--- src/rtl/fproc_meas_responder_if.sv ---
// fproc request/response handshake between the cores' ctrl units and the measurement responder.
// Core c owns bit c of the strobes, bits [c*ID_W +: ID_W] of the id and bits [c*DATA_W +: DATA_W] of the data.
interface fproc_meas_responder_if #(
   parameter int N_CORES = 4,
   parameter int ID_W    = 8,
   parameter int DATA_W  = 32
);
   logic [N_CORES-1:0]        fproc_en;
   logic [N_CORES*ID_W-1:0]   fproc_id;
   logic [N_CORES-1:0]        fproc_ready;
   logic [N_CORES*DATA_W-1:0] fproc_data;

   modport master (
      output fproc_en,
      output fproc_id,
      input  fproc_ready,
      input  fproc_data
   );

   modport slave (
      input  fproc_en,
      input  fproc_id,
      output fproc_ready,
      output fproc_data
   );
endinterface

--- src/rtl/fproc_meas_responder.sv ---
// Answers fproc requests from N_CORES independent ctrl units with qubit measurement results.
// Every core has its own IDLE/WAIT_MEAS/RESP FSM, and all cores read one shared measurement register file.
module fproc_meas_responder #(
   parameter int N_CORES = 4,
   parameter int N_MEAS  = 8,
   parameter int ID_W    = 8,
   parameter int DATA_W  = 32,
   parameter int TIMEOUT = 1024
) (
   input  logic                  clk,
   input  logic                  reset,
   fproc_meas_responder_if.slave fproc,
   input  logic [N_MEAS-1:0]     meas_valid,
   input  logic [N_MEAS-1:0]     meas_bit
);
   localparam int CH_W    = ID_W - 1;
   localparam int IDX_W   = (N_MEAS > 1) ? $clog2(N_MEAS) : 1;
   localparam int CNT_RAW = $clog2(TIMEOUT + 1);
   localparam int CNT_W   = (CNT_RAW < 1) ? 1 : CNT_RAW;
   // The wait starts at 0 one cycle after the request, so TIMEOUT-1 is the last cycle of waiting.
   localparam logic [CNT_W-1:0] CNT_LAST = CNT_W'((TIMEOUT > 0) ? TIMEOUT - 1 : 0);

   typedef enum logic [1:0] {IDLE, WAIT_MEAS, RESP} state_t;

   state_t             r_state     [N_CORES];
   state_t             w_state_nxt [N_CORES];
   logic [IDX_W-1:0]   r_ch        [N_CORES];
   logic [CNT_W-1:0]   r_cnt       [N_CORES];
   logic [DATA_W-1:0]  r_data      [N_CORES];
   logic [DATA_W-1:0]  w_word      [N_CORES];
   logic [IDX_W-1:0]   w_idx       [N_CORES];
   logic [N_CORES-1:0] w_go_resp;
   logic [N_CORES-1:0] w_go_wait;
   logic [N_MEAS-1:0]  r_meas_reg;

   // Per-core request decode and response word; word bit 0 = meas, 1 = timeout, 2 = bad id.
   always_comb begin
      for (int c = 0; c < N_CORES; c++) begin
         // NOTE: every output of a combinational block gets a default first so no path infers a latch.
         w_go_resp[c] = 1'b0;
         w_go_wait[c] = 1'b0;
         w_word[c]    = '0;
         w_idx[c]     = fproc.fproc_id[c*ID_W +: IDX_W];
         unique case (r_state[c])
            IDLE: begin
               if (fproc.fproc_en[c]) begin
                  if (int'(fproc.fproc_id[c*ID_W +: CH_W]) >= N_MEAS) begin
                     w_go_resp[c] = 1'b1;
                     w_word[c][2] = 1'b1;
                  end else if (!fproc.fproc_id[c*ID_W + ID_W - 1]) begin
                     w_go_resp[c] = 1'b1;
                     w_word[c][0] = r_meas_reg[w_idx[c]];
                  end else if (meas_valid[w_idx[c]]) begin
                     w_go_resp[c] = 1'b1;
                     w_word[c][0] = meas_bit[w_idx[c]];
                  end else begin
                     w_go_wait[c] = 1'b1;
                  end
               end
            end
            WAIT_MEAS: begin
               if (meas_valid[r_ch[c]]) begin
                  w_go_resp[c] = 1'b1;
                  w_word[c][0] = meas_bit[r_ch[c]];
               end else if ((TIMEOUT != 0) && (r_cnt[c] >= CNT_LAST)) begin
                  w_go_resp[c] = 1'b1;
                  w_word[c][1] = 1'b1;
                  w_word[c][0] = r_meas_reg[r_ch[c]];
               end
            end
            default: ;
         endcase
      end
   end

   always_comb begin
      for (int c = 0; c < N_CORES; c++) begin
         w_state_nxt[c] = r_state[c];
         unique case (r_state[c])
            IDLE: begin
               if (w_go_resp[c])      w_state_nxt[c] = RESP;
               else if (w_go_wait[c]) w_state_nxt[c] = WAIT_MEAS;
            end
            WAIT_MEAS: if (w_go_resp[c]) w_state_nxt[c] = RESP;
            RESP:      w_state_nxt[c] = IDLE;
            default:   w_state_nxt[c] = IDLE;
         endcase
      end
   end

   always_ff @(posedge clk) begin
      if (!reset) begin
         // NOTE: the measurement file is only N_MEAS flops and must read 0 after reset, so it is reset like any state.
         r_meas_reg <= '0;
         for (int c = 0; c < N_CORES; c++) begin
            r_state[c] <= IDLE;
            r_ch[c]    <= '0;
            r_cnt[c]   <= '0;
            r_data[c]  <= '0;
         end
      end else begin
         // NOTE: non-blocking assignments, so every reader above sees the pre-edge value of r_meas_reg.
         r_meas_reg <= (r_meas_reg & ~meas_valid) | (meas_bit & meas_valid);
         for (int c = 0; c < N_CORES; c++) begin
            r_state[c] <= w_state_nxt[c];
            if (w_go_wait[c]) begin
               r_ch[c]  <= w_idx[c];
               r_cnt[c] <= '0;
            end else if ((r_state[c] == WAIT_MEAS) && (r_cnt[c] != '1)) begin
               r_cnt[c] <= r_cnt[c] + 1'b1;
            end
            if (w_go_resp[c]) r_data[c] <= w_word[c];
         end
      end
   end

   // Ready decodes straight from the state register and data holds until the next response.
   always_comb begin
      fproc.fproc_ready = '0;
      fproc.fproc_data  = '0;
      for (int c = 0; c < N_CORES; c++) begin
         fproc.fproc_ready[c]                  = (r_state[c] == RESP);
         fproc.fproc_data[c*DATA_W +: DATA_W] = r_data[c];
      end
   end
endmodule

--- src/flat_wrapper.sv ---
// flat-port wrapper written by rule: the top's interface ports become plain ports
module fproc_meas_responder_flat 
#(
   parameter int N_CORES = 4,
   parameter int N_MEAS  = 8,
   parameter int ID_W    = 8,
   parameter int DATA_W  = 32,
   parameter int TIMEOUT = 1024
)
  (clk, reset, meas_valid, meas_bit, fproc_fproc_en, fproc_fproc_id, fproc_fproc_ready, fproc_fproc_data);
  fproc_meas_responder_if #(.N_CORES(N_CORES), .ID_W(ID_W), .DATA_W(DATA_W)) fproc_i ();
  input  logic clk;
  input  logic reset;
  input  logic [N_MEAS-1:0] meas_valid;
  input  logic [N_MEAS-1:0] meas_bit;
  input wire logic [$bits(fproc_i.fproc_en)-1:0] fproc_fproc_en;
  input wire logic [$bits(fproc_i.fproc_id)-1:0] fproc_fproc_id;
  output wire logic [$bits(fproc_i.fproc_ready)-1:0] fproc_fproc_ready;
  output wire logic [$bits(fproc_i.fproc_data)-1:0] fproc_fproc_data;
  assign fproc_i.fproc_en = fproc_fproc_en;
  assign fproc_i.fproc_id = fproc_fproc_id;
  assign fproc_fproc_ready = fproc_i.fproc_ready;
  assign fproc_fproc_data = fproc_i.fproc_data;
  fproc_meas_responder #(.N_CORES(N_CORES), .N_MEAS(N_MEAS), .ID_W(ID_W), .DATA_W(DATA_W), .TIMEOUT(TIMEOUT)) u_core (.clk(clk), .reset(reset), .fproc(fproc_i), .meas_valid(meas_valid), .meas_bit(meas_bit));
endmodule
--- config.mk ---
export PLATFORM = sky130hd
export DESIGN_NAME = fproc_meas_responder_flat
export DESIGN_NICKNAME = d
export VERILOG_FILES = /design/src/rtl/fproc_meas_responder_if.sv /design/src/rtl/fproc_meas_responder.sv /design/src/flat_wrapper.sv
export SDC_FILE = /design/constraint.sdc
export NUM_CORES = 1
export LEC_CHECK = 0
export CORE_MARGIN = 10
export CORE_UTILIZATION = 25
export CTS_CLUSTER_DIAMETER = 40
export DETAILED_ROUTE_END_ITERATION = 10
export SYNTH_ARGS = -nofsm -noshare
export SYNTH_HDL_FRONTEND = slang
export SYNTH_SLANG_ARGS = --single-unit
export TNS_END_PERCENT = 50
--- constraint.sdc ---
create_clock -name clk -period 3 [get_ports clk]
set_clock_uncertainty 0.05 [all_clocks]
set_input_delay 0.3 -clock clk [delete_from_list [all_inputs] [get_ports clk]]
set_output_delay 0.3 -clock clk [all_outputs]
set_load 0.1 [all_outputs]
# Word-level counts from Yosys, hierarchy flattened
# Memory sizes are Yosys's and may differ from the RTL's.
# Index checks and enable logic that the tools add are counted.
[totals]
out_inout_bits = 132
wordCells = 291
mem_bits_rw = 76
in_bits = 54
memories = 4
reg_bits = 8
[mem_list]
columns = ["name", "words", "word_bits", "read_ports", "rd_clocked_by_memory_dff", "write_ports", "line_no", "source"]
rows = [
  ["u_core.r_cnt", 4, 11, 4, 0, 4, "fproc_meas_responder.sv:28", "logic [CNT_W-1:0] r_cnt [N_CORES];"],
  ["u_core.r_ch", 4, 3, 4, 0, 4, "fproc_meas_responder.sv:27", "logic [IDX_W-1:0] r_ch [N_CORES];"],
  ["u_core.r_data", 4, 3, 4, 0, 4, "fproc_meas_responder.sv:29", "logic [DATA_W-1:0] r_data [N_CORES];"],
  ["u_core.r_state", 4, 2, 4, 0, 4, "fproc_meas_responder.sv:25", "state_t r_state [N_CORES];"],
]
[op_classes]
n_addsub = 4
n_bitwise = 24
reduce_logical = 8
n_eq_ne = 12
n_lt_le_gt_ge = 16
muxes = 222
[ops]
columns = ["cell", "n"]
rows = [
  ["$mux 1", 150],
  ["$mux 11", 8],
  ["$bmux 1 s3", 24],
  ["$add 11x1->11 const B", 4],
  ["$ge 11x10->1 const B", 4],
  ["$ne 11x11->1 const B", 4],
  ["$mux 2", 20],
  ["$lt 3x4->1 const B", 8],
  ["$ge 7x4->1 const B", 4],
  ["$mux 3", 8],
  ["$or 1x1->1", 20],
  ["$and 8x8->8", 2],
  ["$pmux 1 s2", 8],
  ["$pmux 2 s2", 4],
  ["$eq 2x1->1 const B", 4],
  ["$eq 2x2->1 const B", 4],
  ["$logic_not 2->1", 4],
  ["$not 8->8", 1],
  ["$or 8x8->8", 1],
  ["$logic_and 1x1->1", 4],
]

# Depth between registers and ports, before layout
# Gate-level depths: netlist of run 1.
[depth]
ltp_word = 12
ltp_mapped = 8
depth_no_buf = 6

# Least setup slack after synthesis of run 1
# Ideal clock, no wire load.
[synth_path]
path_kind = "input port to flip-flop"
from = "in fproc_fproc_id[0]"
to = "mem u_core.r_cnt[0][0] (netlist name) (enable)"
slack_ns = 0.288
stages = 6
path_buffers = 1
setup_time_ns = 0.353
t_required_ns = 2.597
arrival_time_ns = 2.309
cell_sequence = "clkbuf_1 -> mux4_2 -> mux2i_1 -> nand3_1 -> o31ai_1 -> nand2b_1"
[synth_rtl]
columns = ["element", "line_no", "source"]
rows = [
  ["from (decl)", "flat_wrapper.sv:17", "input wire logic [$bits(fproc_i.fproc_id)-1:0] fproc_fproc_id;"],
  ["to (decl)", "fproc_meas_responder.sv:28", ""],
]

==> impl_metrics.csv, run 1 <==
group,metric,value,unit
final_layout,syn2layout_area_growth,16.0,%
timing,hold_viol,0,
floorplanning,die-area,32200,µm²
grt,track_usage,10.0,%
yosys,syn-mean-instance-area,10.8,µm²
power,clkPwrFrac,28.2,%
yosys,syn_area,6360,µm²
final_layout,final_cells,1010,
power,p_seq_share,38.5,%
power,powerDensity,483,nW/µm²
grt,grt_max_degree,16,
cts,clkSinkCount,84,
cts,hold_buffers,0,
yosys,ys_top_cells_by_area,"edfxtp_1, mux4_2, buf_4",
grt,grt_pass1_vias,4491,
route,drt_first_pass_iters,5,
power,switching_share,40.7,%
cts,cts_root_buffer,"clkbuf_16",
cts,cts_buffers,9,
yosys,yosys_most_used_dff,"edfxtp_1",
floorplanning,core_area,25100,µm²
outcome,outcome,"finished clean",
yosys,yosysSeqAreaShare,37.1,%
floorplanning,rows,58,
setup_path,cp_data_arrival_time,2.54,ns
floorplanning,ios,186,
timing,fin_crit,2.48,ns
setup_path,critPathKind,"primary input to register",
setup_path,crit_path_start_kind,"primary input",
grt,antenna_found_initial,1,
timing,drv_slew,0,
yosys,synth_cell_types,48,
grt,grt_pass1_wl,25700,µm
route,ant_nets,0,
floorplanning,die_h,180,µm
yosys,synth_seq_cells,84,
power,p_switching,1.45,mW
cts,cts.path.max_buffers,2,
timing,report.final.setup_viol,0,
timing,worst_pin_slew,0.530,ns
placement,place_congestion,0.839,
cts,clock_latency,0.35,ns
timing,whs,0.531,ns
cts,h-tree-depth,3,
worst_hold_path,min_path_type,"register to register",
placement,pre_cts_ws,0.196,ns
yosys,synth-async-reset-ratio,0,%
final_layout,final_util,29.4,%
final_layout,drive_gt1_share,17.7,%
timing,fin_tns_setup,0,ns
yosys,synth_top_area_cell,"edfxtp_1",
cts,clk_pin_slew_worst_paths,0.06,ns
setup_path,cp-end-kind,"register",
cts,postCtsSetupBuffers,0,
job,cap_violations,0,
setup_path,path_max_fanout,9,
route,vias_per_cell,4.41,
yosys,synth_top_area_share,32.1,%
floorplanning,initial_core_util,25.3,%
timing,rsz0062_at_grt,"no",
yosys,synth_warnings,0,
floorplanning,die_x,180,µm
route,drt_iter0_drc,354,
timing,setup_slack,0.519,ns
timing,layout_worst_path_cycle_share,82.7,%
route,post-route-drc-count,0,
route,num_vias,4457,
yosys,netlist_instances,587,
final_layout,final_cell_mix,"conb_1, edfxtp_1, nor2_1",
yosys,synth_edf_count,68,
power,intPower,2.11,mW
cts,cts_resized,0,
placement,port_buffers,69,
route,wirelength,16600,µm
final_layout,fin_nets,732,
route,wire_per_inst,16.4,µm
grt,grt_overflow,0,
placement,dp.final_hpwl,13200,µm
timing,relSlewSlack,64.3,%
cts,cts_tree,"done",
power,peakVddDrop,0.227,mV
power,p_leak,2.85,nW
placement,dp_cells,993,
timing,fmax,403,MHz
setup_path,critical_path_required,3.05,ns
final_layout,final_common_cell,"conb_1",
power,pwr-share-comb,33.3,%
[state kept, by name, indices dropped and copies added (netlist names), named ones only]
name and count:
u_core.r_data 12, u_core.r_ch 12, u_core.r_cnt 44, u_core.r_state 8
[critical path: stages]
cell	delay [ns]
clkdlybuf4s50_1	0.61
mux4_2	0.54
mux2i_1	0.36
nor3b_1	0.23
o22ai_1	0.15
or2_2	0.33
[layout make-up]
class,instances,area (µm²)
fill,2606,17700
multi-input combinational,468,3430
sequential,84,2360
timing repair buffer,98,868
tap,330,413
clock buffer,9,225
inverter,13,48.8
clock inverter,7,33.8
antenna,1,2.50
[per-layer routing]
layer	vias to the layer above	share of wire [%]	global-route usage [%]
li1	2096	-	-
met1	2171	48	13.9
met2	179	44	14.5
met3	11	7.0	2.95
met4	0	1.3	3.24
met5	-	0	0
[kinds of logic (layout without fill, tap and decap cells)]
logic type / Yosys count / in the layout / share of synthesized area [%]
AO/OA/AOI/OAI: 46 / 46 / 5.03
XOR/XNOR: 34 / 34 / 4.68
adder cells (fa/ha/maj): 4 / 4 / 0.787
buffers and inverters: 150 / 127 / 15.8
flip-flops: 84 / 84 / 37.1
multiplexers: 72 / 72 / 21.1
other: 1 / 117 / 0.0589
AND/OR/NAND/NOR: 196 / 196 / 15.5
[synthesized netlist by cell type (5+ instances only)]
cell type  count
buf_4        116
edfxtp_1      68
nor2_1        67
mux4_2        49
nand2_1       24
nand3_1       23
xor2_1        21
clkbuf_1      17
dfxtp_1       16
mux2i_1       16
and2_1        13
inv_1         13
xnor2_1       13
nand4_1       11
nor3_1        10
nor2b_1        8
o21ai_0        8
a21oi_1        7
and3_1         7
mux2_2         7
nand2b_1       7
and4_1         5
[through the flow]
stage / power [mW] / area (µm²)
6_report: 3.56 / 7380
4_1_cts: 3.58 / 7380
2_1_floorplan: 2.46 / 6800
3_3_place_gp: 2.57 / 7120
3_5_place_dp: 2.58 / 7120
5_1_grt: 3.69 / 7380
[power groups by stage]
stage / combinational (mW) / clock, mW / sequential [mW]
final: 1.19 / 1.00 / 1.37
after CTS: 1.18 / 1.03 / 1.37
after floorplan: 1.01 / 0 / 1.45
after detailed placement: 1.18 / 0 / 1.40
after global placement: 1.18 / 0 / 1.39
after global routing: 1.23 / 1.08 / 1.38
[path summary, 6_finish.rpt]
kind | start | endpoint | slack, ns | cells past startpoint
worst max-delay path | meas_valid[6] | u_core.r_data[3][1] | 0.52 | 6
worst min-delay path | u_core.r_cnt[0][0] | u_core.r_cnt[0][0] | 0.53 | 1
worst max register to register | u_core.r_ch[2][0] | u_core.r_data[2][1] | 0.61 | 5
worst min register to register | u_core.r_cnt[0][0] | u_core.r_cnt[0][0] | 0.53 | 1
No activity file was read; power rests on OpenSTA's default activity.
==> run 2, diff against run 1 <==
==> constraint.sdc (replaced) <==
create_clock -name clk -period 2.3 [get_ports clk]
set_clock_uncertainty 0.05 [all_clocks]
set_input_delay 0.23 -clock clk [delete_from_list [all_inputs] [get_ports clk]]
set_output_delay 0.23 -clock clk [all_outputs]
set_load 0.1 [all_outputs]
==> run 2 against run 1 <==
Net effect: clock power increased by 45%; via count up 3.1%; first-iteration DRC count down 20%; largest cell class unchanged; wire length is 0.75% higher; sequential share of layout area down 1.8 points; core utilization grew 1.7 points; non-clock buffer count rose by 43; global-route usage is 0.13 points higher.
==> impl_metrics.csv, run 2 (same netlist as run 1, synthesis figures left out) <==
group,metric,value,unit
outcome,outcome,"finished clean",
cts,clk_pin_slew_worst_paths,0.06,ns
final_layout,final_cell_mix,"conb_1, buf_4, edfxtp_1",
route,drt_iter0_drc,282,
cts,cts_buffers,9,
final_layout,top_regs,"u_core.r_cnt (44), u_core.r_ch (12), u_core.r_data (12)",
floorplanning,rows,58,
final_layout,final_common_cell,"conb_1",
job,cap_violations,0,
final_layout,largest_reg_flops,44,
setup_path,cp.buffers_inverters,2,
grt,grt_overflow,0,
power,peakVddDrop,0.321,mV
route,wirelength,16700,µm
floorplanning,die_x,180,µm
timing,rsz0062_at_grt,"no",
setup_path,path_delay_family,"multiplexers",
grt,track_usage,10.1,%
placement,dp_cells,1036,
setup_path,critical_path_required,2.36,ns
floorplanning,initial_core_util,25.3,%
setup_path,critPathKind,"primary input to register",
final_layout,seq_area,2360,µm²
final_layout,final_cells,1053,
setup_path,path_max_fanout,7,
cts,clkSinkCount,84,
setup_path,max_stage_delay,0.48,ns
final_layout,multi_input_area,3450,µm²
worst_hold_path,min_path_type,"primary input to register",
final_layout,syn2layout_area_growth,22.8,%
cts,hold_buffers,0,
grt,grt_pass1_wl,26600,µm
setup_path,slowest_stage,"mux4_2",
placement,port_buffers,69,
power,power,4.85,mW
timing,fin_crit,2.24,ns
timing,whs,0.306,ns
cts,cts.path.max_buffers,2,
power,powerDensity,620,nW/µm²
route,vias_per_cell,4.36,
grt,antenna_found_initial,0,
placement,dp.final_hpwl,13300,µm
final_layout,fin_nets,775,
timing,layout_worst_path_cycle_share,97.4,%
cts,cts_tree,"done",
route,post-route-drc-count,0,
setup_path,crit_path_start_kind,"primary input",
cts,h-tree-depth,3,
grt,grt_pass1_vias,4857,
final_layout,final_util,31.1,%
route,num_vias,4594,
timing,fmax,446,MHz
route,drt_first_pass_iters,4,
route,wire_per_inst,15.8,µm
route,ant_nets,0,
placement,place_congestion,0.834,
setup_path,crit_chain,"clkdlybuf4s50_1 -> buf_4 -> mux4_2 -> mux2_2 -> nand3b_1 -> a22o_1 -> or2_1",
floorplanning,die_h,180,µm
power,p_leak,3.13,nW
setup_path,cp_data_arrival_time,2.30,ns
floorplanning,core_area,25100,µm²
timing,hold_viol,0,
final_layout,drive_gt1_share,23.5,%
timing,report.final.setup_viol,0,
cts,cts_root_buffer,"clkbuf_16",
timing,drv_slew,0,
setup_path,cp-end-kind,"register",
final_layout,regMostFlops,"u_core.r_cnt",
floorplanning,ios,186,
cts,clock_latency,0.35,ns
timing,fin_tns_setup,0,ns
final_layout,nFillCells,2633,
floorplanning,die-area,32200,µm²
grt,grt_max_degree,18,
-- run 2: cell count changes in the layout (fill, tap and decap cells not counted), moves of 2 or more --
cell and change:
buf_12 +3, clkinvlp_4 +2, nand2b_1 -2, clkdlybuf4s50_1 -4, buf_4 +39, clkinv_1 -3
nand2b_4 +2, dlymetal6s2s_1 +4
-- run 2: worst register-to-register path, cell delays in order, from the launching register on --
cell      delay, ns
edfxtp_1       0.47
mux4_2         0.53
mux2_2         0.30
nand2b_1       0.14
a22o_1         0.21
or2_1          0.25
-- run 2: per-stage QoR --
step           setup slack [ns]  area, µm²
2_1_floorplan           -0.0105       6810
3_3_place_gp             -0.357       7490
3_5_place_dp             -0.356       7490
4_1_cts                  0.0125       7780
5_1_grt                  0.0123       7810
6_report                 0.0594       7820
-- run 2: final cells by class --
class	instances	area share (%)
clock inverter	7	0.865
clock buffer	9	2.88
sequential	84	30.2
inverter	13	0.624
tap	330	5.28
timing repair buffer	141	15.9
multi-input combinational	468	44.2
antenna	1	0.0320
-- run 2: what timing repair did --
action	4_1_cts	5_1_grt
setup endpoints to repair	0	33
setup buffers	0	0
gates resized for setup	0	9
-- run 2: worst paths after layout --
| kind | startpoint | to | slack (ns) | depth (start not counted) |
|---|---|---|---|---|
| worst max-delay path | meas_valid[0] | u_core.r_data[2][0] | 0.06 | 7 |
| worst min-delay path | meas_valid[4] | register | 0.31 | 4 |
| worst max register to register | u_core.r_ch[2][0] | u_core.r_data[2][0] | 0.10 | 5 |
| worst min register to register | u_core.r_cnt[0][0] | u_core.r_cnt[0][0] | 0.54 | 1 |
-- run 2: per-layer routing --
layer	up-vias	track usage (%)	share of wire (%)
met5	-	0	0
met4	0	4.83	2.3
met3	21	2.19	7.1
met2	187	15.2	45
met1	2193	13.6	45
li1	2193	-	-
-- run 2: power breakdown --
part	total [mW]	leakage, nW	switching [mW]	internal (mW)
Clock	1.45	0.137	0.611	0.834
Combinational	1.62	2.16	1.23	0.390
Sequential	1.78	0.840	0.0759	1.71
Total	4.85	3.13	1.92	2.93
==> run 3, diff against run 2 <==
--- a/config.mk
+++ b/config.mk
@@ -5,6 +5,7 @@
 export SDC_FILE = /design/constraint.sdc
 export NUM_CORES = 1
 export LEC_CHECK = 0
+export CORE_ASPECT_RATIO = 1.2
 export CORE_MARGIN = 10
 export CORE_UTILIZATION = 25
 export CTS_CLUSTER_DIAMETER = 40
==> run 3 against run 2 <==
Net effect: flip-flop and latch count unchanged; first-iteration DRC count down 7.4%; count of clock-buffer cells in the layout up 1; global-route usage down 0.17 points; critical path depth unchanged; via count about the same; fmax up 0.54%; sequential share of layout area down 0.13 points; setup slack better by 0.012 ns; non-clock buffer count up 3.
==> impl_metrics.csv, run 3 (same netlist as run 1, synthesis figures left out) <==
group,metric,value,unit
cts,cts.path.max_buffers,2,
route,wire_per_inst,16.0,µm
final_layout,nFillCells,2630,
final_layout,drive_gt1_share,24.2,%
final_layout,seq_area,2360,µm²
power,clkPwrFrac,30.4,%
setup_path,cp_data_arrival_time,2.28,ns
route,drt_iter0_drc,261,
setup_path,crit_path_start_kind,"primary input",
setup_path,r2r_start,"u_core.r_ch[2][0]",
route,vias_per_cell,4.36,
route,num_vias,4592,
cts,clk_pin_slew_worst_paths,0.06,ns
final_layout,final_common_cell,"conb_1",
route,drt_first_pass_iters,4,
route,wirelength,16900,µm
timing,rsz0062_at_grt,"no",
timing,report.final.setup_viol,0,
setup_path,path_max_fanout,9,
cts,cts_root_buffer,"clkbuf_16",
worst_hold_path,min-delay-start,"fproc_fproc_id[0]",
grt,antenna_found_initial,3,
placement,dpl_cell_area,7500,µm²
floorplanning,die_h,195,µm
setup_path,critPathKind,"primary input to register",
timing,setup_slack,0.0714,ns
timing,worst_pin_slew,0.549,ns
final_layout,syn2layout_area_growth,23.3,%
setup_path,critical_path_required,2.35,ns
route,ant_nets,0,
power,pwr-share-comb,33.1,%
timing,relSlewSlack,63.2,%
power,powerDensity,623,nW/µm²
floorplanning,core_area,24900,µm²
worst_hold_path,min_path_type,"primary input to register",
grt,grt_overflow,0,
power,switching_share,39.7,%
floorplanning,die-area,32300,µm²
placement,dp.final_hpwl,13200,µm
final_layout,post-route-cell-area,7850,µm²
timing,layout_worst_path_cycle_share,96.9,%
setup_path,cp-startpoint,"meas_valid[1]",
floorplanning,ios,186,
route,post-route-drc-count,0,
outcome,outcome,"finished clean",
grt,track_usage,9.96,%
placement,port_buffers,69,
setup_path,cp-end-kind,"register",
timing,fin_crit,2.23,ns
placement,place_congestion,0.850,
final_layout,top_regs,"u_core.r_cnt (44), u_core.r_ch (12), u_core.r_data (12)",
power,peakVddDrop,0.299,mV
power,p_switching,1.94,mW
cts,h-tree-depth,3,
floorplanning,die_x,166,µm
timing,hold_viol,0,
floorplanning,rows,63,
power,intPower,2.95,mW
floorplanning,initial_core_util,25.5,%
job,cap_violations,0,
cts,cts_tree,"done",
timing,fin_tns_setup,0,ns
final_layout,largest_reg_flops,44,
grt,grt_max_degree,18,
timing,drv_slew,0,
final_layout,fin_nets,779,
timing,fmax,449,MHz
cts,clock_latency,0.35,ns
final_layout,final_util,31.5,%
cts,clkSinkCount,84,
power,p_seq_share,36.5,%
placement,pre_cts_ws,-0.456,ns
cts,cts_buffers,9,
final_layout,regMostFlops,"u_core.r_cnt",
final_layout,final_cell_mix,"conb_1, buf_4, edfxtp_1",
final_layout,multi_input_area,3490,µm²
grt,grt_pass1_vias,4925,
power,p_leak,3.14,nW
timing,whs,0.466,ns
grt,grt_pass1_wl,26300,µm
-- run 3: cell types whose count changed in the layout (fill, tap and decap cells not counted), moves of 2 or more --
| cell | previous run | this run |
|---|---|---|
| diode_2 | 1 | 3 |
| dlygate4sd2_1 | 0 | 4 |
| buf_4 | 84 | 89 |
| inv_6 | 0 | 2 |
| dlymetal6s2s_1 | 4 | 1 |
| clkinv_2 | 3 | 0 |
-- run 3: critical path, cell delays in order --
cell and delay, ns:
clkdlybuf4s50_1 0.42, buf_4 0.19, mux4_2 0.47, mux2_2 0.29, nand3b_1 0.16, a22o_1 0.27, or2_4 0.25
-- run 3: power groups by stage --
stage / combinational, mW / sequential (mW) / clock, mW
CTS: 1.60 / 1.78 / 1.52
floorplan: 1.32 / 1.89 / 0
global route: 1.68 / 1.79 / 1.57
finish: 1.62 / 1.79 / 1.49
detailed placement: 1.60 / 1.82 / 0
global placement: 1.59 / 1.81 / 0
-- run 3: per-layer routing --
metal	global-route usage, %	vias up	wire [µm]
met4	2.91	0	225
li1	-	2192	-
met2	16.3	187	8030
met5	0	-	0
met1	12.2	2192	7180
met3	3.33	21	1420
-- run 3: what timing repair did --
action / 4_1_cts / 5_1_grt
setup endpoints to repair: 31 / 34
hold buffers: 0 / 0
cloned: 0 / 1
resized for setup: 5 / 10
hold endpoints to repair: 0 / 0
setup buffers: 0 / 0
-- run 3: final cells by class --
type / count / share of cell area (%)
Multi-Input combinational cell: 469 / 44.4
Sequential cell: 84 / 30.1
Timing Repair Buffer: 144 / 15.8
Tap cell: 325 / 5.18
Clock buffer: 10 / 2.92
Clock inverter: 6 / 0.909
Inverter: 13 / 0.622
Antenna cell: 3 / 0.0956
-- run 3: per-stage QoR --
| step | cells | total power [mW] |
|---|---|---|
| floorplan | 702 | 3.21 |
| global placement | 1034 | 3.40 |
| detailed placement | 1034 | 3.42 |
| CTS | 1050 | 4.90 |
| global route | 1053 | 5.04 |
| finish | 1054 | 4.89 |
-- run 3: worst paths after layout --
kind                    endpoint  slack, ns  cells past startpoint
min reg2reg   u_core.r_cnt[0][0]       0.54                      1
max          u_core.r_data[2][2]       0.07                      7
min            u_core.r_ch[0][0]       0.47                      3
max reg2reg  u_core.r_data[2][2]       0.08                      5
==> edit, RTL diff (flow settings as in run 2) <==
`N_CORES` is set to 4 in 3 places; all go to 2.
--- a/src/rtl/fproc_meas_responder_if.sv
+++ b/src/rtl/fproc_meas_responder_if.sv
@@ -3,3 +3,3 @@
 interface fproc_meas_responder_if #(
-   parameter int N_CORES = 4,
+   parameter int N_CORES = 2,
    parameter int ID_W    = 8,
--- a/src/rtl/fproc_meas_responder.sv
+++ b/src/rtl/fproc_meas_responder.sv
@@ -3,3 +3,3 @@
 module fproc_meas_responder #(
-   parameter int N_CORES = 4,
+   parameter int N_CORES = 2,
    parameter int N_MEAS  = 8,
--- a/src/flat_wrapper.sv
+++ b/src/flat_wrapper.sv
@@ -3,3 +3,3 @@
 #(
-   parameter int N_CORES = 4,
+   parameter int N_CORES = 2,
    parameter int N_MEAS  = 8,
Interface: changed (resized fproc_fproc_data, fproc_fproc_en, fproc_fproc_id and fproc_fproc_ready); port bits go from 186 to 102. The function was not compared with the original's and may differ.
==> edit against run 2 <==
  * First-iteration DRC count is 54% lower
  * Critical path depth unchanged
  * Routed wire length shrank 48%
  * Setup slack improved by 0.099 ns
  * Sequential cell count down 38
  * Area after synthesis decreased by 47%
  * Design area down 47%
  * Register-to-register slack improved by 0.11 ns
  * Power down 46%
  * Non-clock buffer count shrank 61
  * Clock power shrank 50%
==> edit: results (changes against run 2) <==
outcome: "completed"  # unchanged
ir_worst_vdd_mv: 0.295  # was 0.321 mV
crit_arrival_ns: 2.09  # was 2.30 ns
avgSynthCellArea_um2: 10.6  # was 10.8 um^2
startpoint: "fproc_fproc_id[2]"  # was meas_valid[0]
cts_buffer_depth: 2  # unchanged
ys_types: 44  # was 48
wl_um: 8720  # was 16700 um
clock_latency_ns: 0.29  # was 0.35 ns
yosysSeqAreaShare_pct: 37.2  # was 37.1%
grt_pass1_wl_um: 14000  # was 26600 um
vias: 2513  # was 4594
port_buffers: 43  # was 69
grt_pass1_vias: 2641  # was 4857
synthFlopType: "edfxtp_1"  # unchanged
drt_iter0_drc: 130  # was 282
nFillCells: 1389  # was 2633
drive_gt1_share_pct: 20.5  # was 23.5%
avgRoutedWirePerCell_um: 15.3  # was 15.8 um
r2r_start: "u_core.r_ch[0][2]"  # was u_core.r_ch[2][0]
r2r_slack_ns: 0.21  # was 0.10 ns
grt_start_max_net_pins: 17  # was 18
cp_max_fo: 11  # was 7
place_ws_ns: -0.205  # was -0.356 ns
cts_buffers: 5  # was 9
worst_slack_ns: 0.159  # was 0.0594 ns
dp_cells: 563  # was 1036
h-tree-depth: 2  # was 3
hp-class: "reg2reg"  # was in2reg
firstDrtPassIters: 4  # unchanged
cts_root_buf: "clkbuf_16"  # unchanged
p_leak_nw: 1.67  # was 3.13 nW
synth_edf_count: 34  # was 68
async_reset_ff_share_pct: 0  # unchanged
ys_top_cells_by_area: "edfxtp_1, buf_4, mux4_2, dfxtp_1, mux2i_1"  # was edfxtp_1, mux4_2, buf_4, dfxtp_1, nor2_1
nets: 432  # was 775
grt_usage_pct: 9.27  # was 10.1%
synth_common_cells: "buf_4, nor2_1, edfxtp_1"  # was buf_4, edfxtp_1, nor2_1
cts.reportedPaths.clkPinSlew_ns: 0.06  # about the same
postPlaceCellArea_mm2: 0.00403  # was 0.00749 mm^2
gp_congestion: 0.938  # was 0.834
hpwl_um: 7310  # was 13300 um
diodes: 0  # was 1
antenna_found_initial: 0  # unchanged
min_from: "u_core.r_state[0][2]"  # was meas_valid[4]
## edit: cell count changes in the layout (fill, tap and decap cells not counted), moves of 7 or more
cell	run 2	this run
nand3_1	23	13
clkdlybuf4s50_1	49	35
mux4_2	49	20
buf_4	84	44
inv_1	13	6
nand2_1	24	15
nand4_1	11	3
xor2_1	21	9
conb_1	116	58
edfxtp_1	68	34
nor3_1	10	3
nor2_1	67	35
## edit: final timing paths
check | cells past startpoint | endpoint
worst max-delay path | 7 | u_core.r_cnt[0][4]
worst min-delay path | 2 | u_core.r_state[0][2]
worst max register to register | 5 | u_core.r_data[0][1]
worst min register to register | 2 | u_core.r_state[0][2]
## edit: logic make-up after synthesis
group,synth area share (%)
fa+ha+maj,0.737
mux,21.2
flops,37.2
compound gates,6.19
other cells,0.111
xor+xnor,4.13
buf+inv,15.4
simple gates,15.1
## edit: report_power, final
part | total, mW | switching, mW | internal, mW
combinational | 0.894 | 0.669 | 0.226
sequential | 0.987 | 0.0479 | 0.939
clock | 0.720 | 0.314 | 0.406
## edit: final cells by class
cell class | count | area (um^2) | area share [%]
timing repair buffer | 80 | 701 | 16.8
inverter | 6 | 22.5 | 0.539
sequential | 46 | 1260 | 30.2
tap | 176 | 220 | 5.27
clock buffer | 5 | 125 | 2.99
clock inverter | 3 | 23.8 | 0.569
multi-input combinational | 255 | 1830 | 43.7
## edit: metal layers
layer | track usage, % | vias to the layer above | routed length, um
met5 | 0 | - | 0
met4 | 2.66 | 0 | 143
met3 | 2.24 | 11 | 497
met2 | 15.6 | 87 | 4280
met1 | 11.5 | 1215 | 3790
li1 | - | 1200 | -
## edit: metrics by stage
stage | hold slack [ns] | util, %
finish | 0.504 | 31.4
global route | 0.541 | 31.4
CTS | 0.513 | 31.4
detailed placement | 0.502 | 30.3
global placement | 0.481 | 30.3
floorplan | 0.327 | -
## edit: critical path, stage by stage
cell	delay, ns
clkdlybuf4s50_1	0.57
mux2_2	0.37
o22ai_1	0.32
o21ai_0	0.15
buf_4	0.17
nand3_1	0.13
buf_12	0.15
## edit: timing repair
action                                 CTS  global route
hold buffers                             0             0
endpoints found under the hold margin    0             0
setup buffers                            0             0
resized for setup                        0             1
setup endpoints to repair                0             6
